$ cat src/rtl/product_accumulator_pkg.sv
// -----------------------------------------------------------------------------
// product_accumulator_pkg
//   Definitions shared by the 4x4 multiplier and its downstream accumulator:
//   the product width, the accumulator FSM state encoding, and a helper that
//   sizes the per-frame item counter.
// -----------------------------------------------------------------------------
package product_accumulator_pkg;

    // Width of the multiplier y output (4x4 unsigned -> 8 bits)
    localparam int PROD_W = 8;

    // Accumulator FSM states
    typedef enum logic {
        ST_ACCUM = 1'b0,
        ST_HOLD  = 1'b1
    } state_t;

    // Counter width for a frame of frame_len items (at least one bit)
    function automatic int cnt_width(input int frame_len);
        int w;
        w = $clog2(frame_len);
        if (w < 1) begin
            w = 1;
        end else begin
            w = w;
        end
        return w;
    endfunction

endpackage : product_accumulator_pkg

$ cat src/rtl/product_accumulator_adder.sv
// -----------------------------------------------------------------------------
// full_add / acc_adder
//   full_add : one-bit full adder cell.
//   acc_adder: W-bit ripple-carry adder chained from full_add cells. The
//              carry-out tells the accumulator that the true sum needs W+1
//              bits, i.e. the running total must saturate.
// Ports (acc_adder)
//   i_a   in  W   current accumulator value
//   i_b   in  W   zero-extended product
//   o_sum out W   low W bits of i_a + i_b
//   o_co  out 1   carry out of the MSB (saturation detect)
// -----------------------------------------------------------------------------
module full_add (
    input  logic i_a,
    input  logic i_b,
    input  logic i_ci,
    output logic o_s,
    output logic o_co
);

    assign o_s  = i_a ^ i_b ^ i_ci;
    assign o_co = (i_a & i_b) | (i_ci & (i_a ^ i_b));

endmodule : full_add

module acc_adder #(
    parameter int W = 10
) (
    input  logic [W-1:0] i_a,
    input  logic [W-1:0] i_b,
    output logic [W-1:0] o_sum,
    output logic         o_co
);

    logic [W:0] w_c;

    assign w_c[0] = 1'b0;

    for (genvar g = 0; g < W; g++) begin : g_bit
        full_add u_fa (
            .i_a  (i_a[g]),
            .i_b  (i_b[g]),
            .i_ci (w_c[g]),
            .o_s  (o_sum[g]),
            .o_co (w_c[g+1])
        );
    end

    assign o_co = w_c[W];

endmodule : acc_adder

$ cat src/rtl/product_accumulator.sv
// -----------------------------------------------------------------------------
// product_accumulator
//   Sums FRAME_LEN unsigned products into a saturating frame total and
//   presents it, with a per-frame sticky saturation flag, on a valid/ready
//   output. While a finished frame waits in the output register the input
//   side stalls, which costs one bubble per frame at full rate.
// Ports
//   clk        in   1       rising-edge clock
//   rst_n      in   1       asynchronous active-low reset
//   clr        in   1       synchronous clear (drops partial and pending data)
//   in_valid   in   1       in_prod valid
//   in_ready   out  1       accumulator can take in_prod this cycle
//   in_prod    in   PROD_W  unsigned product
//   out_valid  out  1       out_sum/out_ovf hold a completed frame
//   out_ready  in   1       consumer takes the result
//   out_sum    out  ACC_W   saturated frame total
//   out_ovf    out  1       frame saturated at least once
// -----------------------------------------------------------------------------
module product_accumulator
    import product_accumulator_pkg::*;
#(
    parameter int PROD_W    = product_accumulator_pkg::PROD_W,
    parameter int ACC_W     = 10,
    parameter int FRAME_LEN = 4
) (
    input  logic              clk,
    input  logic              rst_n,
    input  logic              clr,
    input  logic              in_valid,
    output logic              in_ready,
    input  logic [PROD_W-1:0] in_prod,
    output logic              out_valid,
    input  logic              out_ready,
    output logic [ACC_W-1:0]  out_sum,
    output logic              out_ovf
);

    localparam int CNT_W = cnt_width(FRAME_LEN);

    state_t             r_state;
    state_t             w_state_nxt;
    logic [ACC_W-1:0]   r_acc;
    logic [CNT_W-1:0]   r_cnt;
    logic               r_ovf;
    logic               r_out_valid;
    logic [ACC_W-1:0]   r_out_sum;
    logic               r_out_ovf;

    logic               w_in_ready;
    logic               w_xfer_in;
    logic               w_xfer_out;
    logic               w_last;
    logic [ACC_W-1:0]   w_prod_ext;
    logic [ACC_W-1:0]   w_sum;
    logic               w_sat;
    logic [ACC_W-1:0]   w_acc_nxt;

    assign w_in_ready = (r_state == ST_ACCUM) && !clr;
    assign w_xfer_in  = in_valid && w_in_ready;
    assign w_xfer_out = r_out_valid && out_ready;
    assign w_last     = (r_cnt == CNT_W'(FRAME_LEN - 1));
    assign w_prod_ext = ACC_W'(in_prod);

    // Carry-out of the adder means acc + prod does not fit in ACC_W bits
    acc_adder #(
        .W (ACC_W)
    ) u_acc_adder (
        .i_a   (r_acc),
        .i_b   (w_prod_ext),
        .o_sum (w_sum),
        .o_co  (w_sat)
    );

    assign w_acc_nxt = w_sat ? {ACC_W{1'b1}} : w_sum;

    // Next-state logic: clr forces ACCUM, otherwise frame end / output take
    always_comb begin
        w_state_nxt = r_state;
        if (clr) begin
            w_state_nxt = ST_ACCUM;
        end else begin
            case (r_state)
                ST_ACCUM: begin
                    if (w_xfer_in && w_last) begin
                        w_state_nxt = ST_HOLD;
                    end else begin
                        w_state_nxt = ST_ACCUM;
                    end
                end
                ST_HOLD: begin
                    if (w_xfer_out) begin
                        w_state_nxt = ST_ACCUM;
                    end else begin
                        w_state_nxt = ST_HOLD;
                    end
                end
                default: begin
                    w_state_nxt = ST_ACCUM;
                end
            endcase
        end
    end

    // State register
    always_ff @(posedge clk or negedge rst_n) begin
        if (!rst_n) begin
            r_state <= ST_ACCUM;
        end else begin
            r_state <= w_state_nxt;
        end
    end

    // Accumulator, item counter and sticky saturation flag
    always_ff @(posedge clk or negedge rst_n) begin
        if (!rst_n) begin
            r_acc <= {ACC_W{1'b0}};
            r_cnt <= {CNT_W{1'b0}};
            r_ovf <= 1'b0;
        end else if (clr) begin
            r_acc <= {ACC_W{1'b0}};
            r_cnt <= {CNT_W{1'b0}};
            r_ovf <= 1'b0;
        end else if (w_xfer_in) begin
            if (w_last) begin
                // Frame handed to the output register; start the next one clean
                r_acc <= {ACC_W{1'b0}};
                r_cnt <= {CNT_W{1'b0}};
                r_ovf <= 1'b0;
            end else begin
                r_acc <= w_acc_nxt;
                r_cnt <= r_cnt + CNT_W'(1);
                r_ovf <= r_ovf | w_sat;
            end
        end else begin
            r_acc <= r_acc;
            r_cnt <= r_cnt;
            r_ovf <= r_ovf;
        end
    end

    // Output register: loaded on the last item, released on output transfer.
    // clr only drops out_valid; the sum/flag registers keep their last value.
    always_ff @(posedge clk or negedge rst_n) begin
        if (!rst_n) begin
            r_out_valid <= 1'b0;
            r_out_sum   <= {ACC_W{1'b0}};
            r_out_ovf   <= 1'b0;
        end else if (clr) begin
            r_out_valid <= 1'b0;
            r_out_sum   <= r_out_sum;
            r_out_ovf   <= r_out_ovf;
        end else if (w_xfer_in && w_last) begin
            r_out_valid <= 1'b1;
            r_out_sum   <= w_acc_nxt;
            r_out_ovf   <= r_ovf | w_sat;
        end else if (w_xfer_out) begin
            r_out_valid <= 1'b0;
            r_out_sum   <= r_out_sum;
            r_out_ovf   <= r_out_ovf;
        end else begin
            r_out_valid <= r_out_valid;
            r_out_sum   <= r_out_sum;
            r_out_ovf   <= r_out_ovf;
        end
    end

    assign in_ready  = w_in_ready;
    assign out_valid = r_out_valid;
    assign out_sum   = r_out_sum;
    assign out_ovf   = r_out_ovf;

endmodule : product_accumulator

$ cat config.mk
export PLATFORM = sky130hd
export DESIGN_NAME = product_accumulator
export DESIGN_NICKNAME = d
export VERILOG_FILES = /design/src/rtl/product_accumulator_pkg.sv /design/src/rtl/product_accumulator_adder.sv /design/src/rtl/product_accumulator.sv
export SDC_FILE = /design/constraint.sdc
export NUM_CORES = 1
export LEC_CHECK = 0
export BUFFER_PORTS_ARGS = -buffer_cell sky130_fd_sc_hd__buf_4
export CAP_MARGIN = 0
export CORE_ASPECT_RATIO = 2
export CORE_MARGIN = 3
export CORE_UTILIZATION = 29
export CTS_CLUSTER_SIZE = 28
export DETAILED_ROUTE_END_ITERATION = 12
export HOLD_SLACK_MARGIN = 0.03
export PLACE_DENSITY_LB_ADDON = 0.12
export SLEW_MARGIN = 25
export SYNTH_ARGS = -nofsm -noshare
export SYNTH_HDL_FRONTEND = slang
export SYNTH_SLANG_ARGS = --single-unit
$ cat constraint.sdc
create_clock -name clk -period 4.5 [get_ports clk]
set_input_delay 0.9 -clock clk [delete_from_list [all_inputs] [get_ports clk]]
set_output_delay 0.9 -clock clk [all_outputs]
set_load 0.005 [all_outputs]
==> impl_metrics.tcl <==
set metrics [dict create \
    status "finished, final reports clean" \
    rsz0062_at_grt "no" \
    syn_nets 135 \
    hold_ws_ns 0.481 \
    start_util_pct 30.2 \
    final_nets 160 \
    worst_pin_slew_ns 0.672 \
    pre_cts_slack_ns -0.311 \
    grt_usage_pct 11.4 \
    vias 856 \
    drt_iter0_markers 17 \
    fin_setup_tns_ns 0 \
    dpl.hpwl_um 2030 \
    hold_class "flip-flop to flip-flop" \
    die_h_um 98.7 \
    ys.warnings.count 0 \
    final_cell_count_no_fill 188 \
    cts_root_buffer "clkbuf_8" \
    slowest_stage "fa_1" \
    relSlewSlack_pct 55.0 \
    drive_above_1_share_pct 32.4 \
    setup_ws_ns 0.285 \
    ir_worst_vdd_uv 169 \
    avgViaCountPerCell 4.55 \
    synthDistinctLibCells 21 \
    ys_seq_area_share_pct 52.3 \
    clock_latency_ns 0.26 \
    core_um2 4130 \
    syn_area_um2 1240 \
    timing.final.crit_share_pct 93.7 \
    port_buffers 25 \
    fin_crit_ns 4.22 \
    diodes 0 \
    drc_errors 0 \
    die_x_um 52.3 \
    clockBufferDepth 2 \
    p_leak_nw 0.758 \
    worstPathArrival_ns 4.38 \
    wl_per_cell_um 14.2 \
    crit_top_cell "fa_1" \
    dp_cells 184 \
    finalSetupViolations 0 \
    antenna_found_initial 0 \
    crit_fanout 4 \
    hold_violations 0 \
    cts_tree "done" \
    netlist_instances 112 \
    globalRouteOverflowTotal 0 \
    critPathMaxStageDelay_ns 0.42 \
    grt_pass1_vias 952 \
    ioPinCount 26 \
    maxCapViolations 0 \
    criticalPathCategory "primary input to flip-flop" \
    pwr_density_cell_nw_per_um2 407 \
    timing.fmax_ghz 0.237 \
    endpoint_kind "flip-flop" \
    final_util_pct 37.8 \
    syn_avg_cell_area_um2 11.1 \
    grt_max_degree 27 \
    core.rowCount 33 \
    area_delta_synth_final_pct 25.5 \
    drtPass1Iterations 3 \
    dieArea_um2 5160 \
    report.final.slew_viol_count 0 \
    required_ns 4.66 \
    ff2ff_setup_slack_ns 0.64 \
    drt-total-wl_um 2670 \
    cts.sinks 26 \
    ant_nets 0 \
    worst_setup_path_start_kind "primary input" \
    clk_pin_slew_ns 0.09 \
    synth-seq-cells 26 \
    grt_pass1_wl_um 4420 \
    fin_worst_skew_ns 0.00183 \
    h-tree-depth 1 \
    crit_chain "buf_4 > ha_1 > inv_1 > fa_1 > inv_1 > fa_2 > fa_2 > fa_1 > fa_1 > inv_2 > fa_1 > inv_1 > fa_1 > ha_1 > buf_4 > nand2_2 > a21oi_1 > a21o_1" \
    cts-buffers-inserted 3 \
    routabilityCongestion 0.714 \
]
[timing repair]
| action | 4_1_cts | 5_1_grt |
|---|---|---|
| setup endpoints to repair | 1 | 21 |
| hold buffers | 0 | 0 |
| pin swaps | 0 | 0 |
| gates resized for setup | 1 | 11 |
| buffers inserted | 0 | 0 |
[cells in the final DEF, fill, tap and decap left out]
cell and n:
nor4bb_4 1, and2_4 1, nor2b_1 1, nor2_1 20
mux2i_1 1, ha_1 3, buf_4 27, xnor2_1 1
fa_1 5, or4b_4 1, a21o_1 3, a21oi_1 13
inv_2 1, nor2_2 6, dfrtp_1 26, nand2_2 1
fa_2 2, o2bb2ai_1 7, a31oi_1 2, clkbuf_8 4
a311oi_1 1, inv_1 7, a211oi_1 2
[metrics by stage]
| step | instance area (um2) | power, mW |
|---|---|---|
| after global placement | 1480 | 0.486 |
| after detailed placement | 1480 | 0.489 |
| after floorplan | 1240 | 0.395 |
| after CTS | 1540 | 0.643 |
| after global routing | 1560 | 0.686 |
| final | 1560 | 0.636 |
[routing by layer]
metal	vias up	wire length (um)	global-route usage, %
met2	12	1510	20.5
met4	0	31	4.72
li1	421	-	-
met3	2	75	1.06
met5	-	0	0
met1	421	1050	13.0
[power breakdown]
part	internal (mW)	switching [mW]	leakage, nW
clock network	0.0781	0.0705	0.0288
registers	0.280	0.0272	0.345
logic	0.0996	0.0815	0.384
[cell type report]
type | instances | area (um2)
tap | 52 | 65.1
sequential | 26 | 651
timing repair buffer | 27 | 203
clock buffer | 4 | 55.1
multi-input combinational | 71 | 559
inverter | 8 | 30.0
fill | 425 | 2570
[cells in the mapped netlist, drive strengths merged]
cell / instances / share of area [%]
dfrtp: 26 / 52
nor2: 26 / 7.8
a21oi: 13 / 5.2
inv: 8 / 2.4
fa: 7 / 11
o2bb2ai: 7 / 4.9
buf: 5 / 3.0
a21o: 3 / 1.8
ha: 3 / 3.0
a211oi: 2 / 1.2
a31oi: 2 / 1.0
clkbuf: 2 / 0.60
a311oi: 1 / 0.70
and2: 1 / 0.50
mux2i: 1 / 0.80
nand2: 1 / 0.30
nor2b: 1 / 0.50
nor4bb: 1 / 0.80
or4b: 1 / 1.1
xnor2: 1 / 0.70
[critical path, delay by kind of cell]
| family | cells | cell delay [ns] |
|---|---|---|
| AOI/OAI and AO/OA | 2 | 0.22 |
| buffers and inverters | 6 | 0.51 |
| adders and majority gates | 9 | 2.66 |
| and+or+nand+nor | 1 | 0.09 |
[worst paths after layout]
| kind | from | endpoint | depth (start not counted) |
|---|---|---|---|
| worst max register to register | r_acc[0]$_DFFE_PN0P_ | r_acc[6]$_DFFE_PN0P_ | 17 |
| worst min register to register | r_acc[1]$_DFFE_PN0P_ | r_acc[1]$_DFFE_PN0P_ | 1 |
| max in group asynchronous | rst_n | out_sum[4]$_DFFE_PN0P_ | 1 |
| min in group asynchronous | rst_n | out_sum[1]$_DFFE_PN0P_ | 1 |
| worst max-delay path | in_prod[0] | r_acc[6]$_DFFE_PN0P_ | 18 |
| worst min-delay path | r_acc[1]$_DFFE_PN0P_ | r_acc[1]$_DFFE_PN0P_ | 1 |
[registers in the layout (all words and copies together), names as in the netlist]
name       flops
r_state        1
r_cnt          2
r_acc         10
out_valid      1
r_ovf          1
out_ovf        1
out_sum       10
[cell families after synthesis]
group / after synthesis / synth area share (%)
muxes: 1 / 0.804
and+or+nand+nor: 31 / 11.1
AOI/OAI and AO/OA: 28 / 14.9
xor gates and xnor gates: 1 / 0.704
buffers and inverters: 15 / 6.03
adders and majority gates: 10 / 14.3
DFF: 26 / 52.3
Note: power is estimated with default switching activity, not from simulation.
